===== config.mk =====
export PLATFORM = sky130hd
export DESIGN_NAME = sync_up_counter_mod_flat
export DESIGN_NICKNAME = d
export VERILOG_FILES = /design/src/rtl/sync_up_counter_mod_pkg.sv /design/src/rtl/sync_up_counter_mod_if.sv /design/src/rtl/sync_up_counter_mod_div_out_gen.sv /design/src/rtl/sync_up_counter_mod.sv /design/src/flat_wrapper.sv
export SDC_FILE = /design/constraint.sdc
export NUM_CORES = 1
export LEC_CHECK = 0
export CORE_AREA = 2 2 39 41
export DETAILED_ROUTE_END_ITERATION = 16
export DIE_AREA = 0 0 41 43
export GPL_ROUTABILITY_DRIVEN = 0
export SYNTH_ARGS = -nofsm -noshare
export SYNTH_HDL_FRONTEND = slang
export SYNTH_HIERARCHICAL = 1
export SYNTH_SLANG_ARGS = --single-unit

===== constraint.sdc =====
create_clock -name clk -period 2.9 [get_ports clk]
set_input_delay 0.29 -clock clk [delete_from_list [all_inputs] [get_ports clk]]
set_output_delay 0.29 -clock clk [all_outputs]
set_load 0.02 [all_outputs]

===== src/rtl/sync_up_counter_mod_pkg.sv =====
// Shared counter definitions: per-edge decoded operation and a compile-time log2 helper.
package counter_pkg;

    typedef enum logic [1:0] {
        CNT_HOLD,
        CNT_LOAD,
        CNT_INC,
        CNT_WRAP
    } cnt_op_t;

    // Smallest r with 2**r >= n; evaluated at elaboration time only.
    function automatic int clog2(input int n);
        int r;
        r = 0;
        while ((1 << r) < n) begin
            r = r + 1;
        end
        return r;
    endfunction

endpackage


===== src/rtl/sync_up_counter_mod_if.sv =====
// Control/status bundle of the modulo-N up counter; master drives controls, slave is the counter.
interface sync_up_counter_mod_if #(
    parameter int WIDTH = 5
);
    logic             en;
    logic             load;
    logic [WIDTH-1:0] load_val;
    logic             clr_ovf;
    logic [WIDTH-1:0] q;
    logic             tc;
    logic             div_out;
    logic             ovf;

    modport master (
        output en, load, load_val, clr_ovf,
        input  q, tc, div_out, ovf
    );

    modport slave (
        input  en, load, load_val, clr_ovf,
        output q, tc, div_out, ovf
    );
endinterface


===== src/rtl/sync_up_counter_mod_div_out_gen.sv =====
// Registered divided-frequency output: high while the next count sits in the upper part of the sequence.
module div_out_gen #(
    parameter int WIDTH   = 5,
    parameter int MODULUS = 32
) (
    input  logic             clk,
    input  logic             reset,
    input  logic             en,
    input  logic [WIDTH-1:0] q_next,
    output logic             div_out
);

    localparam logic [WIDTH-1:0] HALF = WIDTH'(MODULUS / 2);

    always_ff @(posedge clk) begin
        if (reset) begin
            div_out <= 1'b0;
        end else if (en) begin
            div_out <= (q_next >= HALF);
        end
    end

endmodule


===== src/rtl/sync_up_counter_mod.sv =====
// Synchronous modulo-N up counter with enable, clamped parallel load, tc pulse and divided output.
// Optional sticky wrap flag enabled by defining SYNC_UP_COUNTER_OVF_STICKY_EN.
module sync_up_counter_mod
    import counter_pkg::*;
#(
    parameter int WIDTH   = 5,
    parameter int MODULUS = 32
) (
    input logic                 clk,
    input logic                 reset,
    sync_up_counter_mod_if.slave bus
);

    generate
        if (MODULUS < 2 || clog2(MODULUS) > WIDTH) begin : g_bad_modulus
            $error("sync_up_counter_mod: MODULUS out of range for WIDTH");
        end
    endgenerate

    localparam logic [WIDTH-1:0] MAX_Q = WIDTH'(MODULUS - 1);
    localparam logic [WIDTH:0]   MOD_W = (WIDTH + 1)'(MODULUS);

    cnt_op_t          op;
    logic [WIDTH-1:0] q_r;
    logic [WIDTH-1:0] q_next;
    logic             tc_r;
    logic             div_r;

    always_comb begin
        op = CNT_HOLD;
        if (bus.load) begin
            op = CNT_LOAD;
        end else if (bus.en) begin
            op = (q_r == MAX_Q) ? CNT_WRAP : CNT_INC;
        end
    end

    always_comb begin
        q_next = q_r;
        case (op)
            CNT_LOAD: q_next = ({1'b0, bus.load_val} >= MOD_W) ? MAX_Q : bus.load_val;
            CNT_INC:  q_next = q_r + 1'b1;
            CNT_WRAP: q_next = '0;
            default:  q_next = q_r;
        endcase
    end

    always_ff @(posedge clk) begin
        if (reset) begin
            q_r  <= '0;
            tc_r <= 1'b0;
        end else begin
            q_r  <= q_next;
            tc_r <= (op == CNT_WRAP);
        end
    end

    // A load also moves q, so div_out follows it to stay consistent with the count.
    div_out_gen #(
        .WIDTH   (WIDTH),
        .MODULUS (MODULUS)
    ) u_div_out_gen (
        .clk     (clk),
        .reset   (reset),
        .en      (bus.en | bus.load),
        .q_next  (q_next),
        .div_out (div_r)
    );

`ifdef SYNC_UP_COUNTER_OVF_STICKY_EN
    logic ovf_r;

    always_ff @(posedge clk) begin
        if (reset) begin
            ovf_r <= 1'b0;
        end else if (op == CNT_WRAP) begin
            ovf_r <= 1'b1;
        end else if (bus.clr_ovf) begin
            ovf_r <= 1'b0;
        end
    end

    assign bus.ovf = ovf_r;
`else
    logic unused_clr_ovf;
    assign unused_clr_ovf = bus.clr_ovf;
    assign bus.ovf        = 1'b0;
`endif

    assign bus.q       = q_r;
    assign bus.tc      = tc_r;
    assign bus.div_out = div_r;

endmodule

===== src/flat_wrapper.sv =====
// flat-port wrapper written by rule: the top's interface ports become plain ports
module sync_up_counter_mod_flat import counter_pkg::*;
#(
    parameter int WIDTH   = 5,
    parameter int MODULUS = 32
)
  (clk, reset, bus_en, bus_load, bus_load_val, bus_clr_ovf, bus_q, bus_tc, bus_div_out, bus_ovf);
  sync_up_counter_mod_if #(.WIDTH(WIDTH)) bus_i ();
  input logic clk;
  input logic reset;
  input wire logic [$bits(bus_i.en)-1:0] bus_en;
  input wire logic [$bits(bus_i.load)-1:0] bus_load;
  input wire logic [$bits(bus_i.load_val)-1:0] bus_load_val;
  input wire logic [$bits(bus_i.clr_ovf)-1:0] bus_clr_ovf;
  output wire logic [$bits(bus_i.q)-1:0] bus_q;
  output wire logic [$bits(bus_i.tc)-1:0] bus_tc;
  output wire logic [$bits(bus_i.div_out)-1:0] bus_div_out;
  output wire logic [$bits(bus_i.ovf)-1:0] bus_ovf;
  assign bus_i.en = bus_en;
  assign bus_i.load = bus_load;
  assign bus_i.load_val = bus_load_val;
  assign bus_i.clr_ovf = bus_clr_ovf;
  assign bus_q = bus_i.q;
  assign bus_tc = bus_i.tc;
  assign bus_div_out = bus_i.div_out;
  assign bus_ovf = bus_i.ovf;
  sync_up_counter_mod #(.WIDTH(WIDTH), .MODULUS(MODULUS)) u_core (.clk(clk), .reset(reset), .bus(bus_i));
endmodule

==> metrics list, run 1 <==
- The flow ran to the end, and the final reports show no timing, DRC or antenna violations.
* Power Dens Cells: 447.0 nW/µm²
- The average instance in the mapped netlist occupies 8.616 µm².
- Half-perimeter wire length after detailed placement: approximately 610 µm
* Maximum clock insertion buffer count: 2
- Clock network latency to the later pin of the worst-skew pair: between 0.2 and 0.3 ns
* Post-CTS repair timing setup buffer count: 0
* Clock tree from TritonCTS: built
- In this run the most used layer during global routing was met2.
* Endpoint of the worst hold path: u_core/u_div_out_gen/div_out
- The number of global-route vias before repair was roughly 350.
- Buffers inserted to repair hold after CTS numbered 0.
* Final hold vios: 0
- Top Family by Delay on Critical Path: simple AND/OR/NAND/NOR gates
- Hold Path Depth: 2
- The largest single stage delay on the critical path is about 0.52 ns.
- Top Ports: 18
- In the routed layout, each cell is associated on average with a via count of 4.885.
- DR iter-0 viols: 2
* Fillers: 160
- In this run the horizontal extent of the chip is 41 µm.
- Maximum number of pins on one net before global-route repair: 10
- Setup repair after global routing left no endpoint under its margin.
- Among all stages on the critical path, the largest delay is contributed by sky130_fd_sc_hd__or4_1.
- Grt total ovfl: 0
- Initial cell density of the core: 0.2740
- Slack of the worst reg-to-reg path: around 1.1 ns
* Number of cell rows: 14
- In the global route stage, met1 resource usage came out at 0.1355.
- Worst Hold Launch: u_core/u_div_out_gen/div_out
- Yosys Warn Count: 6
- Layout cells sized above 1: 0.06452
- Reg2reg start: u_core/bus.q[0]
- Traced cell by cell, the critical path runs through ha_1 -> and3_1 -> ha_1 -> or4_1 -> a31oi_1.
* Reg2reg end: u_core/bus.q[3]
- Clock Sink Count: 7
- The critical path is of the reg -> reg type.
- Counting cells, the worst reg-to-reg path comes to 5.
* Total power after layout: 0.2539 mW
- Post-synth net total: 56
* Final TNS setup: 0 ns
- CTS built an H-tree with a depth of 1.
- In this run the worst path has a maximum fanout of 7.
- Height of the die: 43 µm
* Number of instances in the synthesized netlist: 44
- Across the VDD grid, the largest voltage drop is 201.9 µV.
- In the finished design, the share of the clock period the worst path needs comes to 0.6062.
* Cell at the root of the clock tree: sky130_fd_sc_hd__clkbuf_4
- At the worst endpoint, the arrival time is between 1.5 and 2 ns.
- The pre-antenna-repair detailed-routing pass consisted of 3 iterations.
- Kind of start point of the critical path: flip-flop
- Across the run, the number of max-cap violations was 0.
- Via Count: 381
* Diode insertion count for antenna repair: 0
- Antenna violations before repair: 0
- Number of nets in the layout: 75
* Routed wire length: 896 µm
* Most repeated library cell on the critical path: sky130_fd_sc_hd__ha_1
- Number of buffers created by CTS: 3
- In this run the worst hold path is classified as reg -> reg.
- After layout, the minimum clock period comes to 1.758 ns.
- Die Area: between 1500 and 2000 µm²
- GR Util met2: 0.1656
- # resized after CTS: 0
- Required time worst endpoint: 3.08 ns
* Final max-slew violation count: 0
- I/O Buffers: 15
- Number of failing setup endpoints in the final timing report: 0
- Clock transition at the registers of the reported paths: 0.06 ns
- Number of remaining DRC errors: 0
- Fmax: between 500 and 600 MHz
- Summed over all cells, the static leakage comes to 0.2297 nW.
- In the global route stage, overall resource usage came out at 0.1136.
- Together, buffers and inverters on the worst path number 0.
* Area added between synthesis and finish: 49.83%
- Fraction of met3 tracks used by global routing: 0.03141
- The floorplan step defined a core boundary enclosing approximately 1400 µm².
- Dividing the detail-routed wire length by the instance count gives 11.49 µm.
- ANT nets after route: 0
* Setup skew after layout: 0.003574 ns
- In this run the cell area of the synthesized design comes to 379.1 µm².
* Global-route wire length before repair: 1.345 mm
- The worst setup path is captured at a flip-flop.
==> per-stage QoR <==
stage,setup slack (ns),std cells,area (µm²),hold slack [ns],util
floorplan,1.162,44,379.1,0.3594,-
global placement,1.162,74,541.8,0.4836,0.3915
detailed placement,1.143,74,541.8,0.4837,0.3915
CTS,1.135,78,568.0,0.5145,0.4105
global route,1.076,78,568.0,0.5331,0.4105
finish,1.142,78,568.0,0.5042,0.4105
==> placed cells by master (no fill, tap or decap), drive strengths merged, types with 2 or more instances in the layout <==
cell / n
dfxtp: 7
nor3b: 2
nand2: 2
a31oi: 2
a21oi: 3
ha: 2
nor2: 4
clkbuf: 4
clkdlybuf4s50: 15
a211oi: 5
inv: 4
==> worst max path at each step <==
stage / from / end / slack, ns / cells past startpoint
after floorplan: u_core/bus.q[0] / u_core/bus.q[3] / 1.16 / 5
after global placement: u_core/bus.q[0] / u_core/bus.q[3] / 1.16 / 5
after detailed placement: u_core/bus.q[0] / u_core/bus.q[3] / 1.14 / 5
after CTS: u_core/bus.q[0] / u_core/bus.q[3] / 1.13 / 5
after global routing: u_core/bus.q[0] / u_core/bus.q[3] / 1.08 / 5
final: u_core/bus.q[0] / u_core/bus.q[3] / 1.14 / 5
==> tightest hold or removal path: cells and delay by family, from the launching register on <==
kind | cells | cell delay (ns)
flip-flops | 1 | 0.33
AND/OR/NAND/NOR | 1 | 0.08
multiplexers | 1 | 0.07
==> sequential cells by signal, indices dropped and copies added, names as in the netlist <==
name	flops
u_core/bus.q	5
u_core/bus.tc	1
u_core/u_div_out_gen/div_out	1
==> final cells by class <==
type	instances	area, µm²	share of cell area
Multi-Input combinational cell	32	216.5	0.3811
Timing Repair Buffer	15	150.1	0.2643
Sequential cell	7	140.1	0.2467
Clock buffer	4	26.28	0.04626
Tap cell	16	20.02	0.03524
Inverter	4	15.01	0.02643
==> routing by layer <==
layer / share of wire / wire, µm
met5: 0 / 0
met4: 0.016 / 14
met3: 0.077 / 69
met2: 0.46 / 411
met1: 0.45 / 399
==> where the power goes <==
part	internal, mW	switching [mW]	leakage (nW)
clock	0.0526	0.0374	0.0150
sequential	0.103	0.00585	0.0579
combinational	0.0297	0.0259	0.157
total	0.185	0.0691	0.230
(Power assumes the default switching activity.)
==> run 2: changes to the inputs <==
==> constraint.sdc (replaced) <==
create_clock -name clk -period 1.56 [get_ports clk]
set_input_delay 0.156 -clock clk [delete_from_list [all_inputs] [get_ports clk]]
set_output_delay 0.156 -clock clk [all_outputs]
set_load 0.02 [all_outputs]
==> run 2 against run 1 <==
Compared with the run above: hold slack got worse by 0.033 ns; clock power up 80%; critical path depth is the same; via count up 10%; die area did not move; sequential power grew 86%; total power rose by 96%; non-clock buffer count increased by 10; setup slack got worse by 1.1 ns; cell area up 28%; clock skew is 0.0017 ns higher; critical path type unchanged; largest power group unchanged.
==> metrics list, run 2 (synthesis gave the netlist of run 1 again) <==
- Power Dens Cells: 686.1 nW/µm²
- The critical path contains buffers and inverters numbering 0 combined.
- Post-layout min period: 1.533 ns
- Max VDD drop: between 300 and 400 µV
* Worst setup path category: reg -> reg
* Crit path largest cell delay: about 0.5 ns
* Most frequent standard cell in the layout excluding fill and tap cells: sky130_fd_sc_hd__clkdlybuf4s50_1
- Area added between synthesis and finish: 91.42%
- Via count of the first global-routing pass: 350
- Post-Place Cell Area: 616.8 µm²
- Number of remaining DRC errors: 0
* Fin area: 725.7 µm²
- Top Family by Delay on Critical Path: simple AND/OR/NAND/NOR gates
* Clock network latency to the later pin of the worst-skew pair: around 0.25 ns
- The floorplan step set the die height to 43 µm.
- For this configuration, the core starts out at a cell density of 0.2740.
- Most used cells in the layout excluding fill and tap cells: 15 x sky130_fd_sc_hd__clkdlybuf4s50_1, 8 x sky130_fd_sc_hd__buf_4, 5 x sky130_fd_sc_hd__dfxtp_1
- After filler insertion, the fill cell instance count of the layout stands at 144.
- STA classifies the critical path endpoint as a flip-flop.
- Using the TritonRoute via totals, the vias-per-cell ratio works out to 4.773.
* Top Ports: 18
* Die Area: 1763 µm²
* Final hold vios: 0
* # hold bufs at CTS: 0
- Antenna violations before repair: 0
- The path class of the tightest hold or removal check is in -> reg.
* Setup skew after layout: 0.005268 ns
- Combined area of the multi-input logic cells: 284.0 µm²
- Setup violations remaining at the end of the flow were counted as 0.
* Most repeated library cell on the critical path: sky130_fd_sc_hd__ha_4
* ANT nets after route: 0
- Total power after layout: 0.4979 mW
- Entering global routing, the biggest net connects 9 pins.
- Required time worst endpoint: 1.73 ns
- For this block, the routed nets add up to 997 µm of wire.
* Max-cap check violation count: 0
* I/O Buffers: 15
- Critical-path maximum fanout: 4
- The register with the most flip-flops in the layout has 5 of them.
* Clock Sink Count: 7
- Layout cells sized above 1: 0.3472
- Global-route wire length before repair: about 1.4 mm
- After detailed routing, the average wire length per cell comes to ~11 µm.
- In this run, CTS created clock tree buffers numbering 3.
- Based on the critical path, the design can be clocked at up to approximately 650 MHz.
- CTS built an H-tree with a depth of 1.
- TritonCTS built the clock tree.
- The analysis attributes to cell leakage a power of 0.2849 nW.
- At the end of the flow the core is filled with cells to 0.5244.
- The number of antenna diodes in the final layout is 0.
- Cell at the root of the clock tree: sky130_fd_sc_hd__clkbuf_4
- Row generation in the floorplan step produced 14 rows.
* Number of nets in the layout: 85
- Clock transition at the registers of the reported paths: 0.05 ns
* Horizontal die dimension: approximately 41 µm
- In the finished design, the share of the clock period the worst path needs comes to 0.9827.
* Total routing usage reported by global routing: 0.1217
* Final max-slew violation count: 0
- Kind of start point of the critical path: flip-flop
- Standard cell core area: 1384 µm²
- In this run, the number of DRC markers left after iteration 0 of detailed routing was 5.
- Seq. cell area: between 100 and 150 µm²
- At the worst endpoint, the arrival time is 1.70 ns.
* Slowest cell on the critical path: sky130_fd_sc_hd__or4_4
- Once detailed placement completed, the half-perimeter wirelength came to 664.1 µm.
- The signal on the critical path passes through ha_4 -> and3_4 -> ha_4 -> or4_4 -> a31oi_4.
* Outcome: complete, no violations
- The total overflow left after global routing is 0.
- The first detailed-routing pass ran for 3 iterations.
- The clock passes through at most 2 buffers.
* Setup repair after global routing missed its margin: true
- The routed layout has 420 vias.
[run 2: final timing paths]
kind	startpoint	endpoint	depth (start not counted)	slack (ns)
worst max-delay path	u_core/bus.q[0]	u_core/bus.q[3]	5	0.03
worst min-delay path	bus_load_val[0]	u_core/bus.q[0]	3	0.47
worst max register to register	u_core/bus.q[0]	u_core/bus.q[3]	5	0.03
worst min register to register	u_core/u_div_out_gen/div_out	u_core/u_div_out_gen/div_out	2	0.51
[run 2: layout make-up]
| class | count | share of cell area |
|---|---|---|
| well taps | 16 | 0.02759 |
| inverters | 4 | 0.02069 |
| repair buffers | 25 | 0.3207 |
| flip-flops and latches | 7 | 0.2034 |
| multi-input cells | 32 | 0.3914 |
| clock buffers | 4 | 0.03621 |
[run 2: what timing repair did]
action	CTS	global route
setup buffers	1	2
pin swaps	3	9
endpoints found under the setup margin	3	4
resized for setup	2	9
[run 2: tightest hold or removal path, delay by kind of cell]
family	cells	cell delay, ns
compound gates	1	0.05
buf+inv	1	0.39
simple gates	1	0.08
[run 2: where the power goes]
part | total (mW) | switching, mW | leakage (nW) | internal, mW
registers | 0.201 | 0.0106 | 0.0590 | 0.190
clock network | 0.162 | 0.0641 | 0.0150 | 0.0975
logic | 0.135 | 0.0597 | 0.211 | 0.0757
[run 2: per-stage QoR]
step                      worst slack, ns  hold WS [ns]  instances  setup TNS, ns
after floorplan                 0.0001126        0.2190         44              0
after global placement           -0.01496        0.4801         81       -0.02645
after detailed placement         -0.03125        0.4876         81       -0.04458
after CTS                         0.02119        0.4642         86              0
after global routing             -0.01700        0.4948         88       -0.04167
final                             0.02703        0.4716         88              0
[run 2: layer usage]
layer | global-route usage | vias up | wire length, µm
li1 | - | 222 | -
met2 | 0.1781 | 13 | 503
met3 | 0.04712 | 2 | 67
met5 | 0 | - | 0
met4 | 0.06000 | 0 | 4
met1 | 0.1489 | 183 | 422
